==> src/rtl/ctx_switch_sequencer.sv <==
// Context-switch register mover: streams r1..r(N-1) of the outgoing process to its DMEM
// save area, then reloads the incoming process's area into the register file.
module ctx_switch_sequencer #(
    parameter int NUM_PROCS  = 10,
    parameter int NUM_REGS   = 32,
    parameter int CTX_BASE   = 1300,
    parameter int CTX_STRIDE = 32,
    parameter int ADDR_W     = 32
) (
    input  logic              clk_i,
    input  logic              reset_ni,
    input  logic              start_i,
    input  logic              save_en_i,
    input  logic              load_en_i,
    input  logic [3:0]        save_proc_i,
    input  logic [3:0]        load_proc_i,
    output logic [4:0]        rf_raddr_o,
    input  logic [31:0]       rf_rdata_i,
    output logic              rf_we_o,
    output logic [4:0]        rf_waddr_o,
    output logic [31:0]       rf_wdata_o,
    output logic [ADDR_W-1:0] mem_addr_o,
    output logic              mem_we_o,
    output logic [31:0]       mem_wdata_o,
    input  logic [31:0]       mem_rdata_i,
    output logic              busy_o,
    output logic              done_o,
    output logic              error_o
);

    typedef enum logic [2:0] {S_IDLE, S_SAVE, S_LOAD, S_LTAIL, S_DONE} state_t;

    localparam logic [4:0] LAST = 5'(NUM_REGS - 1);

    function automatic logic [ADDR_W-1:0] base_of(input logic [3:0] p);
        return ADDR_W'(CTX_BASE) + (ADDR_W'(p) - ADDR_W'(1)) * ADDR_W'(CTX_STRIDE);
    endfunction

    function automatic logic id_ok(input logic [3:0] p);
        return (p != 4'd0) && (32'(p) <= 32'(NUM_PROCS));
    endfunction

    state_t              state_q, state_d;
    logic [4:0]          idx_q, idx_d;
    logic                load_en_q, load_en_d;
    logic [ADDR_W-1:0]   sbase_q, sbase_d, lbase_q, lbase_d;
    logic                busy_q, busy_d, done_q, done_d, error_q, error_d;
    logic                rf_we_q, rf_we_d, mem_we_q, mem_we_d;
    logic [4:0]          rf_raddr_q, rf_raddr_d, rf_waddr_q, rf_waddr_d;
    logic [ADDR_W-1:0]   mem_addr_q, mem_addr_d;

    always_comb begin
        state_d   = state_q;
        idx_d     = idx_q;
        load_en_d = load_en_q;
        sbase_d   = sbase_q;
        lbase_d   = lbase_q;
        error_d   = 1'b0;
        case (state_q)
            S_IDLE: begin
                if (start_i) begin
                    if ((save_en_i && !id_ok(save_proc_i)) || (load_en_i && !id_ok(load_proc_i))) begin
                        error_d = 1'b1;
                    end else begin
                        idx_d     = 5'd1;
                        load_en_d = load_en_i;
                        sbase_d   = base_of(save_proc_i);
                        lbase_d   = base_of(load_proc_i);
                        state_d   = save_en_i ? S_SAVE : (load_en_i ? S_LOAD : S_DONE);
                    end
                end
            end
            S_SAVE: begin
                if (idx_q == LAST) begin
                    idx_d   = 5'd1;
                    state_d = load_en_q ? S_LOAD : S_DONE;
                end else begin
                    idx_d = idx_q + 5'd1;
                end
            end
            S_LOAD: begin
                if (idx_q == LAST) state_d = S_LTAIL;
                else               idx_d   = idx_q + 5'd1;
            end
            S_LTAIL: state_d = S_DONE;
            S_DONE:  state_d = S_IDLE;
            default: state_d = S_IDLE;
        endcase

        // Outputs are decoded from the next state so they land registered in that state's cycle.
        busy_d     = 1'b0;
        done_d     = 1'b0;
        rf_we_d    = 1'b0;
        mem_we_d   = 1'b0;
        rf_raddr_d = 5'd0;
        rf_waddr_d = 5'd0;
        mem_addr_d = '0;
        case (state_d)
            S_SAVE: begin
                busy_d     = 1'b1;
                rf_raddr_d = idx_d;
                mem_addr_d = sbase_d + ADDR_W'(idx_d);
                mem_we_d   = 1'b1;
            end
            S_LOAD: begin
                busy_d     = 1'b1;
                mem_addr_d = lbase_d + ADDR_W'(idx_d);
                // Sync DMEM: data for idx-1 arrives now; the first LOAD cycle has nothing yet.
                rf_we_d    = (idx_d != 5'd1);
                rf_waddr_d = idx_d - 5'd1;
            end
            S_LTAIL: begin
                busy_d     = 1'b1;
                rf_we_d    = 1'b1;
                rf_waddr_d = LAST;
            end
            S_DONE:  done_d = 1'b1;
            default: ;
        endcase
    end

    always_ff @(posedge clk_i or negedge reset_ni) begin
        if (!reset_ni) begin
            state_q    <= S_IDLE;
            idx_q      <= 5'd1;
            load_en_q  <= 1'b0;
            sbase_q    <= '0;
            lbase_q    <= '0;
            busy_q     <= 1'b0;
            done_q     <= 1'b0;
            error_q    <= 1'b0;
            rf_we_q    <= 1'b0;
            mem_we_q   <= 1'b0;
            rf_raddr_q <= 5'd0;
            rf_waddr_q <= 5'd0;
            mem_addr_q <= '0;
        end else begin
            state_q    <= state_d;
            idx_q      <= idx_d;
            load_en_q  <= load_en_d;
            sbase_q    <= sbase_d;
            lbase_q    <= lbase_d;
            busy_q     <= busy_d;
            done_q     <= done_d;
            error_q    <= error_d;
            rf_we_q    <= rf_we_d;
            mem_we_q   <= mem_we_d;
            rf_raddr_q <= rf_raddr_d;
            rf_waddr_q <= rf_waddr_d;
            mem_addr_q <= mem_addr_d;
        end
    end

    assign rf_raddr_o  = rf_raddr_q;
    assign rf_we_o     = rf_we_q;
    assign rf_waddr_o  = rf_waddr_q;
    assign rf_wdata_o  = rf_we_q ? mem_rdata_i : 32'd0;
    assign mem_addr_o  = mem_addr_q;
    assign mem_we_o    = mem_we_q;
    assign mem_wdata_o = mem_we_q ? rf_rdata_i : 32'd0;
    assign busy_o      = busy_q;
    assign done_o      = done_q;
    assign error_o     = error_q;

endmodule

==> config.mk <==
export PLATFORM = sky130hd
export DESIGN_NAME = ctx_switch_sequencer
export DESIGN_NICKNAME = d
export VERILOG_FILES = /design/src/rtl/ctx_switch_sequencer.sv
export SDC_FILE = /design/constraint.sdc
export NUM_CORES = 1
export LEC_CHECK = 0
export CAP_MARGIN = 25
export CORE_UTILIZATION = 65
export DETAILED_ROUTE_END_ITERATION = 10
export DONT_BUFFER_PORTS = 1
export PLACE_DENSITY = 0.83
export SKIP_LAST_GASP = 1
export SLEW_MARGIN = 5
export SYNTH_ARGS = -nofsm -noshare
export SYNTH_HDL_FRONTEND = slang
export SYNTH_SLANG_ARGS = --single-unit
==> constraint.sdc <==
create_clock -name clk_i -period 14.8 [get_ports clk_i]
set_input_delay 0.74 -clock clk_i [delete_from_list [all_inputs] [get_ports clk_i]]
set_output_delay 0.74 -clock clk_i [all_outputs]
set_load 0.01 [all_outputs]
==> flow_summary.toml, run 1 <==
[detailed_routing]
drt_drc_violations_left = 0
drt_pre_antenna_iters = 6
routed-via-count = 5006
drt-wirelength-per-cell_um = 21.2
drt_first_iter_violations = 448
detail-route-antenna-nets = 0
via_per_inst = 6.35
totalWireLength_um = 16700

[synth]
yosysWarningCount = 0
synthesized_area_um2 = 6440
ys_dominant_reg_cell = "sky130_fd_sc_hd__dfrtp_1"
number_of_enable_flip_flop_cells_after_synthesis = 0
synthTopCellsByArea = "sky130_fd_sc_hd__dfrtp_1, sky130_fd_sc_hd__and2_1, sky130_fd_sc_hd__ha_1"
ys_ff_latch = 120
synth.yosys.seq_area_share_pct = 46.6
synth_nets = 748
synth_largest_area_cell = "sky130_fd_sc_hd__dfrtp_1"
synthesized_instance_count = 651
netlist.area_leader.share_pct = 46.2
syn_avg_cell_area_um2 = 9.90
synth.distinct_cells = 70
asyncSetResetFlopFracSynth_pct = 100

[timing]
slew_headroom_pct = 38.7
setup_viol = 0
minimum_clock_period_after_layout_ns = 5.72
worst-slew-pin-transition_ns = 0.915
drv_slew = 0
rsz0062_at_grt = "no"
hold_viol_final = 0
min_period_over_period_pct = 38.7
max_clock_freq_ghz = 0.175
clock_skew_ns = 0.0169
final.setup.tns_ns = 0

[place]
place.detailed.hpwl_um = 11200
finalWeightedCongestion = 0.943
dpl-instance-area_um2 = 6490
numPortBuffers = 0

[pwr]
powerDensity_nw_per_um2 = 174
design_power_total_mw = 1.23
power.ir.vdd_worst_v = 0.0000916
static_leakage_power_nw = 3.18

[setup_path]
regToRegStartpoint = "idx_q[0]$_DFF_PN1_"
critical_path.startpoint_type = "register"
arrival_time_worst_endpoint_ns = 6.08
critical-path-top-cell-by-count = "sky130_fd_sc_hd__ha_1"
cp_slowest_cell = "sky130_fd_sc_hd__dfstp_2"
timing.critical_path.required_ns = 15.16
worstPathCellList = "ha_1 -> nand3_1 -> inv_1 -> ha_1 -> nand4b_1 -> a21oi_2 -> a41oi_4 -> inv_2 -> nand2_2 -> nand2_1 -> nand2_1 -> ha_1 -> a211oi_1 -> o21bai_1 -> a21oi_1 -> a21oi_1 -> a22oi_1 -> nor4_4 -> nand4_1 -> xor2_1 -> o22ai_1"
timing_worst_setup_path_type = "register to register"
worstSetupEndpointType = "register"
path_max_fanout = 26
slowest_delay_ns = 0.58
timing_startpoint_of_the_critical_path = "idx_q[0]$_DFF_PN1_"

[job]
timing.max_cap.violations = 0

[layout]
areaGrowthSynthToFinish_pct = 9.67
multi_input_comb_area_um2 = 3200
drive_above_1_share_pct = 10.5
filler_cell_count = 618
finalInstanceArea_um2 = 7070
seq_area_um2 = 3000
num-nets-final = 741

[global_route]
first_global_vias = 4987
grt_first_pass_wirelength_um = 26300
grt-ovfl-total = 0
grt_usage_pct = 34.4
number_of_antenna_violations_at_the_first_check_in_global_routing = 2
maximum_number_of_pins_on_one_net_before_global_route_repair = 120

[floorplan]
die-width_um = 102
design.die.area_um2 = 10300
initial_utilization_pct = 68.4
core_region_area_um2 = 9420
fp-row-count = 35
die_height_um = 102
boundaryPins = 188

[clock_network]
ctsLongestPathBuffers = 2
cts-buffers-inserted = 17
cts.repair.resized = 0
post-cts-setup-buffers = 0
ctsRootBufferMaster = "sky130_fd_sc_hd__clkbuf_8"
worst_skew_pair.late_latency_ns = 0.53
tritoncts = "yes"
cts.clk_slew.worst_paths_ns = 0.05
clkSinkCount = 120
h-tree-depth = 4

[hold_path]
worst_hold_path_type = "input pin to asynchronous set/reset pin"

[run_status]
run_status = "finished, final reports clean"
==> layer usage <==
layer | vias to the layer above | track usage [%] | wire length, um
li1 | 2209 | - | -
met1 | 2439 | 44.0 | 6680
met2 | 307 | 54.9 | 8190
met3 | 51 | 8.49 | 1340
met4 | 0 | 17.3 | 532
met5 | - | 0 | 0
==> repair_timing <==
item / 4_1_cts / 5_1_grt
endpoints found under the setup margin: 0 / 0
endpoints found under the hold margin: 119 / 0
hold buffers: 1 / 0
==> state kept, by name, summed over array words and instances, names as in the netlist, 3 cells and up <==
| register | cells |
|---|---|
| idx_q | 5 |
| lbase_q | 32 |
| sbase_q | 32 |
| state_q | 3 |
| mem_addr_o | 32 |
| rf_raddr_o | 5 |
| rf_waddr_o | 5 |
==> cell usage after synthesis (5+ instances only) <==
| cell | instances |
|---|---|
| sky130_fd_sc_hd__nand3_1 | 16 |
| sky130_fd_sc_hd__dfrtp_1 | 119 |
| sky130_fd_sc_hd__mux2_2 | 9 |
| sky130_fd_sc_hd__nor3_1 | 16 |
| sky130_fd_sc_hd__nand4_1 | 6 |
| sky130_fd_sc_hd__buf_2 | 5 |
| sky130_fd_sc_hd__inv_1 | 23 |
| sky130_fd_sc_hd__xnor2_1 | 22 |
| sky130_fd_sc_hd__o22ai_1 | 7 |
| sky130_fd_sc_hd__mux2i_1 | 11 |
| sky130_fd_sc_hd__and3_1 | 5 |
| sky130_fd_sc_hd__a21oi_1 | 29 |
| sky130_fd_sc_hd__nor2_1 | 46 |
| sky130_fd_sc_hd__and2_1 | 113 |
| sky130_fd_sc_hd__clkbuf_1 | 19 |
| sky130_fd_sc_hd__nand2_1 | 44 |
| sky130_fd_sc_hd__a211oi_1 | 5 |
| sky130_fd_sc_hd__nor2b_1 | 8 |
| sky130_fd_sc_hd__xor2_1 | 15 |
| sky130_fd_sc_hd__nand2b_1 | 12 |
| sky130_fd_sc_hd__ha_1 | 19 |
| sky130_fd_sc_hd__o21ai_0 | 21 |
==> stage by stage <==
| stage | setup WS, ns | hold slack [ns] | util [%] | std cells |
|---|---|---|---|---|
| 3_3_place_gp | 9.60 | 0.441 | 68.9 | 753 |
| 6_report | 9.08 | 0.0608 | 75.0 | 788 |
| 3_5_place_dp | 9.38 | 0.447 | 68.9 | 753 |
| 2_1_floorplan | 9.80 | 0.425 | - | 651 |
| 5_1_grt | 8.70 | 0.0490 | 75.0 | 788 |
| 4_1_cts | 9.22 | 0.0594 | 75.0 | 786 |
==> worst max-delay path: cells and delay by family, from the launching register on <==
kind | cells | cell delay [ns]
compound gates | 8 | 2.13
xor+xnor | 1 | 0.20
fa+ha+maj | 3 | 0.93
buf+inv | 2 | 0.36
flops | 1 | 0.58
simple gates | 7 | 1.35
==> cells in the final DEF (no fill, tap or decap), types with 5 or more instances in the layout <==
cell type,count
sky130_fd_sc_hd__nand2b_1,12
sky130_fd_sc_hd__a211oi_1,5
sky130_fd_sc_hd__ha_1,19
sky130_fd_sc_hd__xor2_1,15
sky130_fd_sc_hd__xnor2_1,22
sky130_fd_sc_hd__mux2_2,9
sky130_fd_sc_hd__and3_1,5
sky130_fd_sc_hd__dfrtp_1,119
sky130_fd_sc_hd__nor3_1,16
sky130_fd_sc_hd__mux2i_1,11
sky130_fd_sc_hd__nand4_1,6
sky130_fd_sc_hd__nor2_1,46
sky130_fd_sc_hd__nand3_1,16
sky130_fd_sc_hd__clkbuf_16,16
sky130_fd_sc_hd__nor2b_1,8
sky130_fd_sc_hd__and2_1,113
sky130_fd_sc_hd__a21oi_1,29
sky130_fd_sc_hd__o21ai_0,21
sky130_fd_sc_hd__inv_1,23
sky130_fd_sc_hd__o22ai_1,7
sky130_fd_sc_hd__nand2_1,44
==> logic make-up (layout without fill, tap and decap cells) <==
kind of cell               count (synthesis)  count (layout)  share of synthesized area [%]
buffers and inverters                     55              61                           3.77
other                                      0               2                              0
DFF                                      120             120                           46.6
muxes                                     20              20                           3.28
xor gates and xnor gates                  37              37                           5.03
and+or+nand+nor                          294             294                           25.8
AOI/OAI and AO/OA                        105             105                           11.5
adders and majority gates                 20              20                           4.00
==> worst paths after layout <==
path / to / slack [ns] / cells after the start
min reg2reg: lbase_q[4]$_DFF_PN0_ / 0.46 / 1
min in group clk_i: done_o$_DFF_PN0_ / 0.32 / 1
min: idx_q[0]$_DFF_PN1_ / 0.06 / 0
max reg2reg: mem_addr_o[31]$_DFF_PN0_ / 9.08 / 21
max: mem_addr_o[31]$_DFF_PN0_ / 9.08 / 21
max in group asynchronous: lbase_q[4]$_DFF_PN0_ / 14.17 / 1
==> cell type report <==
cell class,instances,share of cell area [%]
antenna,2,0.0708
clock buffer,24,6.66
clock inverter,8,1.03
inverter,24,1.28
multi-input combinational,476,45.4
sequential,120,42.5
tap,129,2.28
timing repair buffer,5,0.815
==> power by group <==
part / leakage (nW) / internal [mW] / switching (mW)
registers: 1.61 / 0.382 / 0.0703
logic: 1.31 / 0.132 / 0.268
clock network: 0.261 / 0.234 / 0.142
total: 3.18 / 0.748 / 0.480
No activity file was read; power rests on OpenSTA's default activity.
==> inputs of run 2 (changes only) <==
Settings changed: CORE_UTILIZATION 65 to 58, PLACE_DENSITY 0.83 to 0.78.
Clock period 14.8 ns to 4.6 ns, I/O delays scaled along.
==> flow_summary.toml, run 2 (synthesis gave the netlist of run 1 again) <==
[global_route]
grt_first_pass_wirelength_um = 25000
maximum_number_of_pins_on_one_net_before_global_route_repair = 121
grt-ovfl-total = 0
number_of_antenna_violations_at_the_first_check_in_global_routing = 0
grt_usage_pct = 28.9
first_global_vias = 4775

[detailed_routing]
drt-wirelength-per-cell_um = 19.5
drt_pre_antenna_iters = 5
routed-via-count = 5053
via_per_inst = 6.14
drt_drc_violations_left = 0
detail-route-antenna-nets = 0
totalWireLength_um = 16100
drt_first_iter_violations = 439

[pwr]
power.ir.vdd_worst_v = 0.000305
static_leakage_power_nw = 3.34
powerDensity_nw_per_um2 = 560
design_power_total_mw = 4.15

[floorplan]
die_height_um = 107
die-width_um = 107
initial_utilization_pct = 59.4
design.die.area_um2 = 11500
boundaryPins = 188
core_region_area_um2 = 10800
fp-row-count = 38

[place]
finalWeightedCongestion = 0.894
preCtsSetupSlack_ns = -0.0180
numPortBuffers = 0
place.detailed.hpwl_um = 10800
dpl-instance-area_um2 = 6620

[hold_path]
worst_hold_path_type = "input pin to register"
whs_path_depth = 2

[timing]
slew_headroom_pct = 54.4
max_clock_freq_ghz = 0.226
hold_viol_final = 0
post-route-worst-setup-slack_ns = 0.176
worst-slew-pin-transition_ns = 0.683
drv_slew = 0
min_period_over_period_pct = 96.2
clock_skew_ns = 0.00975
minimum_clock_period_after_layout_ns = 4.42
hold_slack_ns = 0.0190
setup_viol = 0

[layout]
seq_area_um2 = 3000
n_antenna_cell = 0
filler_cell_count = 780
final_cell_mix = "sky130_fd_sc_hd__dfrtp_1, sky130_fd_sc_hd__and2_1, sky130_fd_sc_hd__nor2_1, sky130_fd_sc_hd__nand2_1, sky130_fd_sc_hd__a21oi_1"
layout.cells.most_common = "sky130_fd_sc_hd__dfrtp_1"
finalInstanceArea_um2 = 7420
areaGrowthSynthToFinish_pct = 15.2
num-nets-final = 768
multi_input_comb_area_um2 = 3290
drive_above_1_share_pct = 15.5

[clock_network]
clkSinkCount = 120
h-tree-depth = 4
cts-buffers-inserted = 17
worst_skew_pair.late_latency_ns = 0.54
ctsRootBufferMaster = "sky130_fd_sc_hd__clkbuf_8"
tritoncts = "yes"
ctsLongestPathBuffers = 2
cts.clk_slew.worst_paths_ns = 0.06

[setup_path]
timing.critical_path.required_ns = 5.03
cp_slowest_cell = "sky130_fd_sc_hd__dfstp_2"
critical_path.startpoint_type = "register"
rr_worst_depth = 25
path_max_fanout = 8
worstSetupEndpointType = "register"
worst-r2r-setup-slack_ns = 0.18
timing_worst_setup_path_type = "register to register"
arrival_time_worst_endpoint_ns = 4.86
slowest_delay_ns = 0.59

[job]
timing.max_cap.violations = 0

[run_status]
run_status = "finished, final reports clean"
run 2: cell count changes in the layout (fill, tap and decap cells not counted), moves of 2 or more:
cell / delta
sky130_fd_sc_hd__diode_2: -2
sky130_fd_sc_hd__clkinvlp_4: -2
sky130_fd_sc_hd__bufinv_16: +2
sky130_fd_sc_hd__nor3_1: -2
sky130_fd_sc_hd__ha_4: +2
sky130_fd_sc_hd__clkbuf_1: -2
sky130_fd_sc_hd__buf_4: +21
sky130_fd_sc_hd__a21oi_1: -2
sky130_fd_sc_hd__nor3_2: +2
sky130_fd_sc_hd__ha_1: -3
sky130_fd_sc_hd__inv_1: -2
sky130_fd_sc_hd__inv_2: +2
sky130_fd_sc_hd__dlygate4sd3_1: +6
run 2: through the flow:
step / util, % / instances / setup TNS, ns
after floorplan: - / 651 / 0
after global placement: 61.0 / 776 / 0
after detailed placement: 61.0 / 776 / -0.0216
after CTS: 67.3 / 814 / 0
after global routing: 68.4 / 823 / -0.0674
final: 68.4 / 823 / 0
run 2: power by group:
part | total (mW) | switching (mW) | leakage [nW] | internal (mW)
clock | 1.33 | 0.467 | 0.290 | 0.860
sequential | 1.44 | 0.212 | 1.61 | 1.23
combinational | 1.38 | 0.891 | 1.44 | 0.493
run 2: layout make-up:
class / instances / area share (%)
well taps: 140 / 2.36
flip-flops and latches: 120 / 40.5
repair buffers: 32 / 3.71
inverters: 24 / 1.21
clock inverters: 9 / 1.65
multi-input cells: 476 / 44.3
clock buffers: 22 / 6.24
run 2: routing by layer:
layer / wire length (um) / part of all wire [%] / track usage, %
met5: 0 / 0 / 0
met4: 542 / 3.4 / 13.6
met3: 1170 / 7.3 / 5.21
met2: 7480 / 47 / 43.2
met1: 6880 / 43 / 41.0
run 2: path summary, 6_finish.rpt:
path                                             to                  from
max in group asynchronous      sbase_q[5]$_DFF_PN0_              reset_ni
max                        mem_addr_o[20]$_DFF_PN0_    idx_q[0]$_DFF_PN1_
min reg2reg                    lbase_q[2]$_DFF_PN0_  lbase_q[2]$_DFF_PN0_
min                               error_o$_DFF_PN0_             save_en_i
min in group asynchronous   rf_waddr_o[1]$_DFF_PN0_              reset_ni
max reg2reg                mem_addr_o[20]$_DFF_PN0_    idx_q[0]$_DFF_PN1_
run 2: critical path: cells and delay by family, from the launching register on:
kind / cells / cell delay, ns
adder cells (fa/ha/maj): 5 / 1.16
AND/OR/NAND/NOR: 8 / 1.15
AO/OA/AOI/OAI: 6 / 0.72
flip-flops: 1 / 0.59
buffers and inverters: 5 / 0.57
XOR/XNOR: 1 / 0.15
run 2: timing repair:
item	CTS	global route
pin swaps	1	7
resized for setup	2	13
setup endpoints to repair	7	21
setup buffers	0	9
hold endpoints to repair	125	0
hold buffers	7	0
